File: config.mk
export PLATFORM = sky130hd
export DESIGN_NAME = m_dbus_ctrl_flat
export DESIGN_NICKNAME = d
export VERILOG_FILES = /design/src/rtl/m_dbus_ctrl_if.sv /design/src/rtl/m_dbus_ctrl.sv /design/src/flat_wrapper.sv
export SDC_FILE = /design/constraint.sdc
export NUM_CORES = 1
export LEC_CHECK = 0
export CORE_MARGIN = 8
export CORE_UTILIZATION = 46
export CTS_CLUSTER_DIAMETER = 30
export CTS_CLUSTER_SIZE = 16
export DETAILED_ROUTE_END_ITERATION = 8
export PLACE_DENSITY_LB_ADDON = 0.2
export SLEW_MARGIN = 20
export SYNTH_ARGS = -nofsm -noshare
export SYNTH_HDL_FRONTEND = slang
export SYNTH_SLANG_ARGS = --single-unit
File: constraint.sdc
create_clock -name clk -period 4.95 [get_ports clk]
set_input_delay 0.99 -clock clk [delete_from_list [all_inputs] [get_ports clk]]
set_output_delay 0.99 -clock clk [all_outputs]
set_load 0.01 [all_outputs]
File: src/rtl/m_dbus_ctrl_if.sv
// M-stage data-bus interface: request/ack handshake with byte enables.
interface m_dbus_ctrl_if;
  logic        bus_req;
  logic        bus_we;
  logic [31:0] bus_addr;
  logic [3:0]  bus_be;
  logic [31:0] bus_wdata;
  logic        bus_ack;
  logic [31:0] bus_rdata;

  modport master (
    output bus_req, bus_we, bus_addr, bus_be, bus_wdata,
    input  bus_ack, bus_rdata
  );

  modport slave (
    input  bus_req, bus_we, bus_addr, bus_be, bus_wdata,
    output bus_ack, bus_rdata
  );
endinterface

File: src/rtl/m_dbus_ctrl.sv
// M-stage data-bus controller: alignment/range checks, AdEL/AdES, req/ack bus
// master with byte enables, pipeline stall and load extension.
// Optional feature macro: DBUS_TIMEOUT_EN (bus watchdog, exception code 7).
module m_dbus_ctrl #(
  parameter logic [31:0] DM_TOP    = 32'h0000_2FFF,
  parameter logic [31:0] TMR0_BASE = 32'h0000_7F00,
  parameter logic [31:0] TMR1_BASE = 32'h0000_7F10
`ifdef DBUS_TIMEOUT_EN
  , parameter int unsigned TIMEOUT_CYC = 255
`endif
) (
  input  logic        clk,
  input  logic        reset,
  input  logic        req,
  input  logic [31:0] addr_i,
  input  logic [31:0] wdata_i,
  input  logic [3:0]  op_i,
  input  logic [4:0]  exc_i,
  input  logic        ov_i,
  m_dbus_ctrl_if.master dbus,
  output logic        stall_o,
  output logic        busy_o,
  output logic [31:0] rdata_o,
  output logic [4:0]  exc_o
);

  localparam logic [3:0] OP_LW  = 4'd1;
  localparam logic [3:0] OP_LH  = 4'd2;
  localparam logic [3:0] OP_LHU = 4'd3;
  localparam logic [3:0] OP_LB  = 4'd4;
  localparam logic [3:0] OP_LBU = 4'd5;
  localparam logic [3:0] OP_SW  = 4'd6;
  localparam logic [3:0] OP_SH  = 4'd7;
  localparam logic [3:0] OP_SB  = 4'd8;

  localparam logic [4:0] EXC_ADEL = 5'd4;
  localparam logic [4:0] EXC_ADES = 5'd5;

  typedef enum logic [1:0] {S_IDLE, S_BUSY, S_DONE, S_DRAIN} state_t;

  state_t      state_q, state_d;
  logic        is_ld, is_st, op_valid, is_word, is_half, is_byte;
  logic        in_tmr, chk_fail, go;
  logic        issue, bus_end, tmo_hit;
  logic [3:0]  be_c;
  logic [31:0] wd_c, ld_ext;
  logic [7:0]  lane_b;
  logic [15:0] lane_h;

  // Op decode and address legality checks
  always_comb begin
    is_ld   = (op_i >= OP_LW) && (op_i <= OP_LBU);
    is_st   = (op_i >= OP_SW) && (op_i <= OP_SB);
    op_valid = is_ld || is_st;
    is_word = (op_i == OP_LW) || (op_i == OP_SW);
    is_half = (op_i == OP_LH) || (op_i == OP_LHU) || (op_i == OP_SH);
    is_byte = (op_i == OP_LB) || (op_i == OP_LBU) || (op_i == OP_SB);
    in_tmr  = ((addr_i >= TMR0_BASE) && (addr_i <= TMR0_BASE + 32'd11)) ||
              ((addr_i >= TMR1_BASE) && (addr_i <= TMR1_BASE + 32'd11));
    chk_fail = op_valid && (
                 (is_word && (addr_i[1:0] != 2'b00)) ||
                 (is_half && addr_i[0]) ||
                 ov_i ||
                 (!(addr_i <= DM_TOP) && !in_tmr) ||
                 (in_tmr && !is_word) ||
                 (is_st && ((addr_i == TMR0_BASE + 32'd8) || (addr_i == TMR1_BASE + 32'd8))));
  end

`ifdef DBUS_TIMEOUT_EN
  logic [7:0] tmo_cnt;
  logic       tmo_q;

  assign tmo_hit = ((state_q == S_BUSY) || (state_q == S_DRAIN)) &&
                   (tmo_cnt == 8'(TIMEOUT_CYC));

  // Watchdog counter over the outstanding transaction, plus sticky timeout flag for DONE
  always_ff @(posedge clk or negedge reset) begin
    if (!reset) begin
      tmo_cnt <= 8'd0;
      tmo_q   <= 1'b0;
    end else begin
      if ((state_q == S_BUSY) || (state_q == S_DRAIN)) tmo_cnt <= tmo_cnt + 8'd1;
      else                                             tmo_cnt <= 8'd0;
      if (state_q == S_BUSY && tmo_hit && !dbus.bus_ack && !req) tmo_q <= 1'b1;
      else if (state_q == S_DONE)                                 tmo_q <= 1'b0;
    end
  end
`else
  assign tmo_hit = 1'b0;
`endif

  // Exception code: upstream code wins, then timeout, then address check
  always_comb begin
    exc_o = 5'd0;
    if (exc_i != 5'd0)  exc_o = exc_i;
`ifdef DBUS_TIMEOUT_EN
    else if (tmo_q)     exc_o = 5'd7;
`endif
    else if (chk_fail)  exc_o = is_st ? EXC_ADES : EXC_ADEL;
  end

  assign go = op_valid && (exc_o == 5'd0) && !req;

  // Byte enables, lane-replicated store data and extended load data
  always_comb begin
    be_c = 4'b1111;
    wd_c = wdata_i;
    if (is_half) begin
      be_c = addr_i[1] ? 4'b1100 : 4'b0011;
      wd_c = {2{wdata_i[15:0]}};
    end else if (is_byte) begin
      be_c = 4'b0001 << addr_i[1:0];
      wd_c = {4{wdata_i[7:0]}};
    end
    lane_b = dbus.bus_rdata[{addr_i[1:0], 3'b000} +: 8];
    lane_h = addr_i[1] ? dbus.bus_rdata[31:16] : dbus.bus_rdata[15:0];
    case (op_i)
      OP_LB:   ld_ext = {{24{lane_b[7]}}, lane_b};
      OP_LBU:  ld_ext = {24'd0, lane_b};
      OP_LH:   ld_ext = {{16{lane_h[15]}}, lane_h};
      OP_LHU:  ld_ext = {16'd0, lane_h};
      default: ld_ext = dbus.bus_rdata;
    endcase
  end

  // State register
  always_ff @(posedge clk or negedge reset) begin
    if (!reset) state_q <= S_IDLE;
    else        state_q <= state_d;
  end

  // Next state, stall and bus control strobes
  always_comb begin
    state_d = state_q;
    stall_o = 1'b0;
    issue   = 1'b0;
    bus_end = 1'b0;
    case (state_q)
      S_IDLE: begin
        stall_o = go;
        if (go) begin
          issue   = 1'b1;
          state_d = S_BUSY;
        end
      end
      S_BUSY: begin
        stall_o = 1'b1;
        if (dbus.bus_ack || tmo_hit) begin
          bus_end = 1'b1;
          // A flush coinciding with completion discards the result
          state_d = req ? S_IDLE : S_DONE;
        end else if (req) begin
          state_d = S_DRAIN;
        end
      end
      S_DONE: state_d = S_IDLE;
      S_DRAIN: begin
        stall_o = op_valid;
        if (dbus.bus_ack || tmo_hit) begin
          bus_end = 1'b1;
          state_d = S_IDLE;
        end
      end
      default: state_d = S_IDLE;
    endcase
  end

  assign busy_o = (state_q == S_BUSY) || (state_q == S_DRAIN);

  // Bus request registers and load result register
  always_ff @(posedge clk or negedge reset) begin
    if (!reset) begin
      dbus.bus_req   <= 1'b0;
      dbus.bus_we    <= 1'b0;
      dbus.bus_addr  <= 32'd0;
      dbus.bus_be    <= 4'd0;
      dbus.bus_wdata <= 32'd0;
      rdata_o        <= 32'd0;
    end else begin
      if (issue) begin
        dbus.bus_req   <= 1'b1;
        dbus.bus_we    <= is_st;
        dbus.bus_addr  <= {addr_i[31:2], 2'b00};
        dbus.bus_be    <= be_c;
        dbus.bus_wdata <= wd_c;
      end else if (bus_end) begin
        dbus.bus_req   <= 1'b0;
      end
      if (state_q == S_BUSY && bus_end && !req)
        rdata_o <= (dbus.bus_ack && is_ld) ? ld_ext : 32'd0;
    end
  end

endmodule
File: src/flat_wrapper.sv
// flat-port wrapper written by rule: the top's interface ports become plain ports
module m_dbus_ctrl_flat 
#(
  parameter logic [31:0] DM_TOP    = 32'h0000_2FFF,
  parameter logic [31:0] TMR0_BASE = 32'h0000_7F00,
  parameter logic [31:0] TMR1_BASE = 32'h0000_7F10

)
  (clk, reset, req, addr_i, wdata_i, op_i, exc_i, ov_i, stall_o, busy_o, rdata_o, exc_o, dbus_bus_req, dbus_bus_we, dbus_bus_addr, dbus_bus_be, dbus_bus_wdata, dbus_bus_ack, dbus_bus_rdata);
  m_dbus_ctrl_if dbus_i ();
  input  logic clk;
  input  logic reset;
  input  logic req;
  input  logic [31:0] addr_i;
  input  logic [31:0] wdata_i;
  input  logic [3:0] op_i;
  input  logic [4:0] exc_i;
  input  logic ov_i;
  output logic stall_o;
  output logic busy_o;
  output logic [31:0] rdata_o;
  output logic [4:0] exc_o;
  output wire logic [$bits(dbus_i.bus_req)-1:0] dbus_bus_req;
  output wire logic [$bits(dbus_i.bus_we)-1:0] dbus_bus_we;
  output wire logic [$bits(dbus_i.bus_addr)-1:0] dbus_bus_addr;
  output wire logic [$bits(dbus_i.bus_be)-1:0] dbus_bus_be;
  output wire logic [$bits(dbus_i.bus_wdata)-1:0] dbus_bus_wdata;
  input wire logic [$bits(dbus_i.bus_ack)-1:0] dbus_bus_ack;
  input wire logic [$bits(dbus_i.bus_rdata)-1:0] dbus_bus_rdata;
  assign dbus_bus_req = dbus_i.bus_req;
  assign dbus_bus_we = dbus_i.bus_we;
  assign dbus_bus_addr = dbus_i.bus_addr;
  assign dbus_bus_be = dbus_i.bus_be;
  assign dbus_bus_wdata = dbus_i.bus_wdata;
  assign dbus_i.bus_ack = dbus_bus_ack;
  assign dbus_i.bus_rdata = dbus_bus_rdata;
  m_dbus_ctrl #(.DM_TOP(DM_TOP), .TMR0_BASE(TMR0_BASE), .TMR1_BASE(TMR1_BASE)) u_core (.clk(clk), .reset(reset), .req(req), .addr_i(addr_i), .wdata_i(wdata_i), .op_i(op_i), .exc_i(exc_i), .ov_i(ov_i), .dbus(dbus_i), .stall_o(stall_o), .busy_o(busy_o), .rdata_o(rdata_o), .exc_o(exc_o));
endmodule
After elaboration in Yosys (flattened, before gate mapping)
Index checks and enable logic that the tools add are counted.
- order comparisons: 9
- eq/ne operators: 16
- shifts and indexed selects: 2
- mux-type cells: 24
- reductions and logical operators: 40
- operators by type and width (kind ; number):
    $pmux W32 S4 ; 1
    $mux W32 ; 3
    $eq A32 B15 Y1 const B ; 2
    $ge A32 B15 Y1 const B ; 2
    $le A32 B15 Y1 const B ; 2
    $le A32 B14 Y1 const B ; 1
    $shiftx A32 B6 Y8 ; 1
    $eq A4 B3 Y1 const B ; 4
    $mux W16 ; 1
    $logic_and A1 B1 Y1 ; 15
    $logic_or A1 B1 Y1 ; 14
    $mux W4 ; 3
    $mux W2 ; 5
    $mux W5 ; 2
    $eq A4 B2 Y1 const B ; 2
    $pmux W2 S4 ; 1
    $mux W1 ; 7
    $logic_not A5 Y1 ; 1
    $reduce_bool A5 Y1 ; 1
    $eq A2 B2 Y1 const B ; 2
    $eq A4 B1 Y1 const B ; 1
    $eq A4 B4 Y1 const B ; 1
    $ge A4 B1 Y1 const B ; 1
    $ge A4 B3 Y1 const B ; 1
    other kinds (13) ; 17
- register bits: 102
- bits of input ports: 110
- output and inout port bits: 109

Depth between registers and ports, before layout
Gate-level depths: netlist of run 1.
- depth in word-level cells: 18
- gate-level depth with buffers: 8
- gate-level depth less buffers: 5

Least setup slack after synthesis of run 1
Ideal clock, no wire load.
- path type: input-to-output
- from: input op_i[0]
- to: output exc_o[0]
- arrival time: 2.368 ns
- required time: 3.960 ns
- setup slack: 1.592 ns
- stages: 6
- cells stage by stage: buf_2 nor4b_1 o21ai_0 mux2i_1 nor3_1 o31ai_1
- longest elaborated chain between the ends: 12
- elaborated cells between the ends (all ways): 29
- RTL lines (what ; RTL line ; text):
    from (decl) ; flat_wrapper.sv:16 ; input logic [3:0] op_i;
    $eq A4 B2 Y1 ; m_dbus_ctrl.sv:56 ; is_half = (op_i == OP_LH) || (op_i == OP_LHU) || (op_i == OP_SH);
    $logic_or A1 B1 Y1 (2 in series) ; m_dbus_ctrl.sv:56 ;
    $logic_and A1 B1 Y1 ; m_dbus_ctrl.sv:62 ; (is_half && addr_i[0]) ||
    $logic_or A1 B1 Y1 ; m_dbus_ctrl.sv:61 ; (is_word && (addr_i[1:0] != 2'b00)) ||
    $logic_or A1 B1 Y1 ; m_dbus_ctrl.sv:62 ;
    $logic_or A1 B1 Y1 ; m_dbus_ctrl.sv:63 ; ov_i ||
    $logic_or A1 B1 Y1 ; m_dbus_ctrl.sv:64 ; (!(addr_i <= DM_TOP) && !in_tmr) ||
    $logic_or A1 B1 Y1 ; m_dbus_ctrl.sv:65 ; (in_tmr && !is_word) ||
    $logic_and A1 B1 Y1 ; m_dbus_ctrl.sv:60 ; chk_fail = op_valid && (
    $mux W5 (*) ; m_dbus_ctrl.sv:99 ; else if (chk_fail) exc_o = is_st ? EXC_ADES : EXC_ADEL;
    $mux W5 (*) ; m_dbus_ctrl.sv:95 ; if (exc_i != 5'd0) exc_o = exc_i;
    to (decl) ; flat_wrapper.sv:22 ; output logic [4:0] exc_o;
Mark *: on every way between the ends. The rest lies on a longest branch, timed or not.

Worst setup path in the final report of run 1
- from: input op_i[1]
- to: output stall_o
- longest elaborated chain between the ends: 16
- elaborated cells between the ends (all ways): 33
- RTL lines (what ; RTL line ; text):
    $eq A4 B2 Y1 ; m_dbus_ctrl.sv:56 ;
    $logic_or A1 B1 Y1 (2 in series) ; m_dbus_ctrl.sv:56 ;
    $logic_and A1 B1 Y1 ; m_dbus_ctrl.sv:62 ;
    $logic_or A1 B1 Y1 ; m_dbus_ctrl.sv:61 ;
    $logic_or A1 B1 Y1 ; m_dbus_ctrl.sv:62 ;
    $logic_or A1 B1 Y1 ; m_dbus_ctrl.sv:63 ;
    $logic_or A1 B1 Y1 ; m_dbus_ctrl.sv:64 ;
    $logic_or A1 B1 Y1 ; m_dbus_ctrl.sv:65 ;
    $logic_and A1 B1 Y1 ; m_dbus_ctrl.sv:60 ;
    $mux W5 ; m_dbus_ctrl.sv:99 ;
    $mux W5 ; m_dbus_ctrl.sv:95 ;
    $logic_not A5 Y1 ; m_dbus_ctrl.sv:102 ; assign go = op_valid && (exc_o == 5'd0) && !req;
    $logic_and A1 B1 Y1 (2 in series) ; m_dbus_ctrl.sv:102 ;
    $pmux W1 S3 (*) ; m_dbus_ctrl.sv:138 ; case (state_q)
    to (decl) ; flat_wrapper.sv:19 ; output logic stall_o;
Marks and branches as above.

==> results of run 1 <==
==> routing by layer <==
metal / track usage / part of all wire / vias up
met2: 0.3478 / 0.48 / 199
met3: 0.09307 / 0.11 / 22
met4: 0.07963 / 0.019 / 0
met1: 0.2362 / 0.39 / 2092
met5: 0 / 0 / -
li1: - / - / 2046
==> power breakdown <==
group / total (mW) / switching [mW] / internal [mW]
registers: 0.833 / 0.0000000603 / 0.833
clock network: 0.513 / 0.309 / 0.205
logic: 0.236 / 0.102 / 0.134
total: 1.58 / 0.411 / 1.17
==> layout by cell type (no fill, tap or decap), types with 2 or more instances in the layout <==
cell	synthesis	layout
nor2_1	25	25
o22ai_1	2	2
nand2b_1	11	11
nor4bb_1	2	2
nand3_1	4	4
nand2_1	40	40
nor4_1	4	4
inv_8	0	2
a221oi_1	8	8
clkbuf_8	0	10
and3_1	9	9
nor4b_1	2	2
a21o_1	3	3
inv_1	14	14
conb_1	1	2
a21boi_0	7	7
clkinv_4	0	2
a22o_1	8	8
o21ai_0	44	44
nor2b_1	22	22
mux2_1	4	4
mux2i_1	10	10
dfrtp_1	102	102
o21ba_2	2	2
mux2_2	55	55
mux4_2	8	8
clkdlybuf4s50_1	0	215
nor3b_1	3	2
xnor2_1	3	3
buf_4	6	9
nand4_1	2	2
a2bb2oi_1	2	2
a21oi_1	13	13
nor3_1	2	2
==> area by class of cell <==
cell class / count / area (um2) / area share
Tap cell: 140 / 175.2 / 0.02328
Timing Repair Buffer: 225 / 2240 / 0.2977
Sequential cell: 102 / 2552 / 0.3393
Multi-Input combinational cell: 313 / 2313 / 0.3075
Clock buffer: 10 / 137.6 / 0.01829
Inverter: 14 / 52.55 / 0.006985
Clock inverter: 6 / 52.55 / 0.006985
==> worst max-delay path, delay by kind of cell <==
family,cells,cell delay (ps)
AOI/OAI and AO/OA,3,540
buffers and inverters,2,1140
and+or+nand+nor,2,860
==> state kept, by name (all words and copies together) (netlist names) <==
name and count:
u_core.rdata_o 32, u_core.dbus.bus_be 4, u_core.dbus.bus_req 1, u_core.state_q 2, u_core.dbus.bus_addr 30, u_core.dbus.bus_wdata 32
u_core.dbus.bus_we 1
==> logic make-up after synthesis <==
logic type | Yosys count | synth area share
AND/OR/NAND/NOR | 134 | 0.1408
buffers and inverters | 48 | 0.04290
other | 1 | 0.0007389
AO/OA/AOI/OAI | 97 | 0.1213
XOR/XNOR | 3 | 0.005178
multiplexers | 77 | 0.1861
flip-flops | 102 | 0.5030
==> path summary, 6_finish.rpt <==
path	start	end	slack, ps	cells after the start
worst max register to register	u_core.state_q[1]	u_core.rdata_o[12]	2630	6
worst min-delay path	u_core.rdata_o[15]	u_core.rdata_o[15]	480	2
max in group asynchronous	reset	u_core.dbus.bus_addr[6]	3250	2
worst max-delay path	op_i[1]	stall_o	430	7
worst min register to register	u_core.rdata_o[15]	u_core.rdata_o[15]	480	2
min in group asynchronous	reset	u_core.rdata_o[3]	700	1
==> metrics by stage <==
step                instances  setup slack [ps]  utilization  hold slack [ps]
global route              810             253.2       0.6971            518.3
global placement          794             482.4       0.6795            457.7
detailed placement        794             412.6       0.6795            460.3
finish                    810             426.8       0.6971            482.7
CTS                       810             419.3       0.6971            483.1
floorplan                 463              1592            -            507.0
==> flow_metrics.env, run 1 <==
export IMPL_status="complete, no violations"
export IMPL_cts_resized=0
export IMPL_setup_viol=0
export IMPL_slew_viol_final=0
export IMPL_clock_sinks=102
export IMPL_grt_pass1_wl_um=24330
export IMPL_synth_top_cell_by_area="dfrtp_1"
export IMPL_worst_ep_arrival_time_ps=3530
export IMPL_hpwl_um=12110
export IMPL_ant_nets=0
export IMPL_clock_skew_ps=12.24
export IMPL_htreeDepth=3
export IMPL_floorplan_rows=38
export IMPL_num_antenna_cells=0
export IMPL_holdCritPathClass="flip-flop to flip-flop"
export IMPL_cp_end_kind="primary output"
export IMPL_root_buffer="clkbuf_8"
export IMPL_dieArea_mm2=0.01465
export IMPL_drt_pass1_iterations=4
export IMPL_ys_flop_type="dfrtp_1"
export IMPL_viasPerCell=5.381
export IMPL_tightest_slew_ps=1035
export IMPL_synthDistinctLibCells=49
export IMPL_cpMostUsedCell="clkdlybuf4s50_1"
export IMPL_cellLeakagePower_nw=3.281
export IMPL_port_buffers=216
export IMPL_finalCritPeriodShare=0.9138
export IMPL_fin_crit_ps=4523
export IMPL_core_mm2=0.01079
export IMPL_powerDensity_mw_per_mm2=210.3
export IMPL_drt_wirelength_per_cell_um=19.38
export IMPL_synth_edf_count=0
export IMPL_synthTopCellsByCount="dfrtp_1, mux2_2, o21ai_0, nand2_1, nor2_1"
export IMPL_grt_max_degree=70
export IMPL_finalSetupTns_ps=0
export IMPL_drive_gt1_frac=0.1403
export IMPL_synth_most_common_cell="dfrtp_1"
export IMPL_max_slew_margin=0.3083
export IMPL_vias=4359
export IMPL_fill_cells=854
export IMPL_synth_seq_cells=102
export IMPL_p_total_mw=1.582
export IMPL_maxCapViolCount=0
export IMPL_cts_tree="yes"
export IMPL_layout_nets=775
export IMPL_syn_to_final_growth_pct=48.25
export IMPL_setup_worst_path_start_class="primary input"
export IMPL_overflow=0
export IMPL_gp_congestion=0.8962
export IMPL_clockBufferDepth=2
export IMPL_path_cells="clkdlybuf4s50_1 -> or3b_1 -> o21ai_0 -> a41oi_1 -> nor3_1 -> a32o_1 -> clkdlybuf4s50_1"
export IMPL_ys_seq_area_frac=0.5030
export IMPL_rsz0062_at_grt="false"
export IMPL_cp_slowest_cell="clkdlybuf4s50_1"
export IMPL_critPathKind="primary input to primary output"
export IMPL_drc_errors=0
export IMPL_max_stage_delay_ps=610
export IMPL_dieWidth_um=121.0
export IMPL_syn_instance_count=462
export IMPL_globalRouteTotalUtil=0.2110
export IMPL_cp_required_ps=3960
export IMPL_clkTransAtPathRegs_ps=110
export IMPL_finalWirelength_um=15700
export IMPL_die_h_um=121.0
export IMPL_postSynthAreaPerCell_um2=10.98
export IMPL_insertion_delay_ps=370
export IMPL_hold_viol_final=0
export IMPL_yosysWarnings=0
export IMPL_synthTopCellsByArea="dfrtp_1, mux2_2, o21ai_0"
export IMPL_postCtsHoldBufs=0
export IMPL_start_util=0.4702
export IMPL_fmax_ghz=0.2211
export IMPL_grt_pass1_vias=4518
export IMPL_design_area_mm2=0.007523
export IMPL_yosysTopAreaCellShare=0.5030
export IMPL_synth_async_reset_ratio=1.000
export IMPL_post_cts_setup_buffers=0
export IMPL_ios=219
export IMPL_placed_cell_area_mm2=0.007333
export IMPL_antenna_found_initial=0
export IMPL_cts_made_buffers=9
export IMPL_dr_first_iter_drc_count=240
export IMPL_syn_area_mm2=0.005075
export IMPL_ir_drop_uv=151.7
export IMPL_path_max_fanout=14
Note: power is estimated with default switching activity, not from simulation.
==> run 2: changes to the inputs <==
- PLACE_DENSITY: unset -> 0.95
- PLACE_DENSITY_LB_ADDON: 0.2 -> unset
==> flow_metrics.env, run 2 (synthesis gave the netlist of run 1 again) <==
export IMPL_overflow=0
export IMPL_gr_usage_met2=0.3734
export IMPL_gp_congestion=0.9084
export IMPL_syn_to_final_growth_pct=48.18
export IMPL_path_buf_inv=2
export IMPL_holdWs_ps=488.7
export IMPL_core_mm2=0.01079
export IMPL_num_antenna_cells=0
export IMPL_clock_sinks=102
export IMPL_p_total_mw=1.579
export IMPL_setup_viol=0
export IMPL_ant_nets=0
export IMPL_regArea_mm2=0.002552
export IMPL_placed_cell_area_mm2=0.007333
export IMPL_grt_pass1_vias=4888
export IMPL_clock_skew_ps=11.31
export IMPL_r2r_setup_slack_ps=2750
export IMPL_slew_viol_final=0
export IMPL_drt_pass1_iterations=5
export IMPL_cellLeakagePower_nw=3.282
export IMPL_ios=219
export IMPL_clkTransAtPathRegs_ps=90
export IMPL_start_util=0.4702
export IMPL_top_regs="u_core.dbus.bus_wdata x32, u_core.rdata_o x32, u_core.dbus.bus_addr x30"
export IMPL_antenna_found_initial=0
export IMPL_fmax_ghz=0.2174
export IMPL_grt_use_met1=0.2520
export IMPL_use_met3=0.09539
export IMPL_dieWidth_um=121.0
export IMPL_vias=4484
export IMPL_die_h_um=121.0
export IMPL_post_cts_setup_buffers=0
export IMPL_dieArea_mm2=0.01465
export IMPL_path_max_fanout=14
export IMPL_top_usage_layer="met2"
export IMPL_finalCritPeriodShare=0.9292
export IMPL_critPathKind="primary input to primary output"
export IMPL_postCtsHoldBufs=0
export IMPL_drt_wirelength_per_cell_um=20.31
export IMPL_ir_drop_uv=125.9
export IMPL_rsz0062_at_grt="false"
export IMPL_setup_worst_path_start_class="primary input"
export IMPL_hold_viol_final=0
export IMPL_critPathTopFamily="buffers and inverters"
export IMPL_cp_end_kind="primary output"
export IMPL_final_cell_mix="clkdlybuf4s50_1, dfrtp_1, mux2_2, o21ai_0, nand2_1"
export IMPL_design_area_mm2=0.007520
export IMPL_maxCapViolCount=0
export IMPL_fin_cells=810
export IMPL_dr_first_iter_drc_count=358
export IMPL_final_common_cell="clkdlybuf4s50_1"
export IMPL_root_buffer="clkbuf_8"
export IMPL_clockBufferDepth=2
export IMPL_tightest_slew_ps=812.9
export IMPL_viasPerCell=5.536
export IMPL_port_buffers=216
export IMPL_fill_cells=787
export IMPL_finalSetupTns_ps=0
export IMPL_drc_errors=0
export IMPL_cp_slowest_cell="clkdlybuf4s50_1"
export IMPL_status="complete, no violations"
export IMPL_cts_made_buffers=9
export IMPL_hpwl_um=12620
export IMPL_holdCritPathClass="flip-flop to flip-flop"
export IMPL_powerDensity_mw_per_mm2=210.0
export IMPL_max_slew_margin=0.4581
export IMPL_grt_pass1_wl_um=25880
export IMPL_htreeDepth=3
export IMPL_cts_tree="yes"
export IMPL_layout_nets=775
export IMPL_globalRouteTotalUtil=0.2242
export IMPL_worst_ep_arrival_time_ps=3610
export IMPL_path_cells="clkdlybuf4s50_1 -> or3b_1 -> o21ai_0 -> a41oi_1 -> nor3_1 -> a32o_1 -> clkdlybuf4s50_1"
export IMPL_insertion_delay_ps=370
export IMPL_cts_resized=0
export IMPL_grt_max_degree=69
export IMPL_floorplan_rows=38
export IMPL_multi_input_area_mm2=0.002313
export IMPL_drive_gt1_frac=0.1373
export IMPL_finalWirelength_um=16450
export IMPL_dp_cells=794
export IMPL_fin_crit_ps=4599
export IMPL_cp_required_ps=3960
export IMPL_cpMostUsedCell="clkdlybuf4s50_1"
export IMPL_max_stage_delay_ps=620
run 2: routing by layer:
layer  part of all wire  wire (um)
met1               0.37       6149
met3               0.11       1849
met4              0.022        370
met5                  0          0
met2               0.49       8080
run 2: layout make-up:
cell class	instances	share of cell area
sequential	102	0.3394
timing repair buffer	225	0.2978
tap	140	0.02329
inverter	14	0.006988
clock inverter	2	0.001830
multi-input combinational	313	0.3077
clock buffer	14	0.02296
run 2: report_power, final:
group          total, mW  internal, mW  leakage [nW]  switching (mW)
registers          0.832         0.832          1.38    0.0000000623
logic              0.240         0.134          1.81           0.106
clock network      0.506         0.226        0.0971           0.280
total               1.58          1.19          3.28           0.386
run 2: worst paths after layout:
| kind | start | to | cells after the start |
|---|---|---|---|
| hold reg to reg | u_core.dbus.bus_req | u_core.dbus.bus_req | 1 |
| hold / removal | u_core.dbus.bus_req | u_core.dbus.bus_req | 1 |
| setup reg to reg | u_core.state_q[1] | u_core.dbus.bus_wdata[0] | 5 |
| min in group asynchronous | reset | u_core.rdata_o[27] | 1 |
| max in group asynchronous | reset | u_core.rdata_o[7] | 2 |
| setup / recovery | op_i[1] | stall_o | 7 |
run 2: stage by stage:
stage,util,setup WS [ps]
after floorplan,-,1592
after global placement,0.6795,445.9
after detailed placement,0.6795,382.5
after CTS,0.6967,364.4
after global routing,0.6967,176.9
final,0.6967,350.7
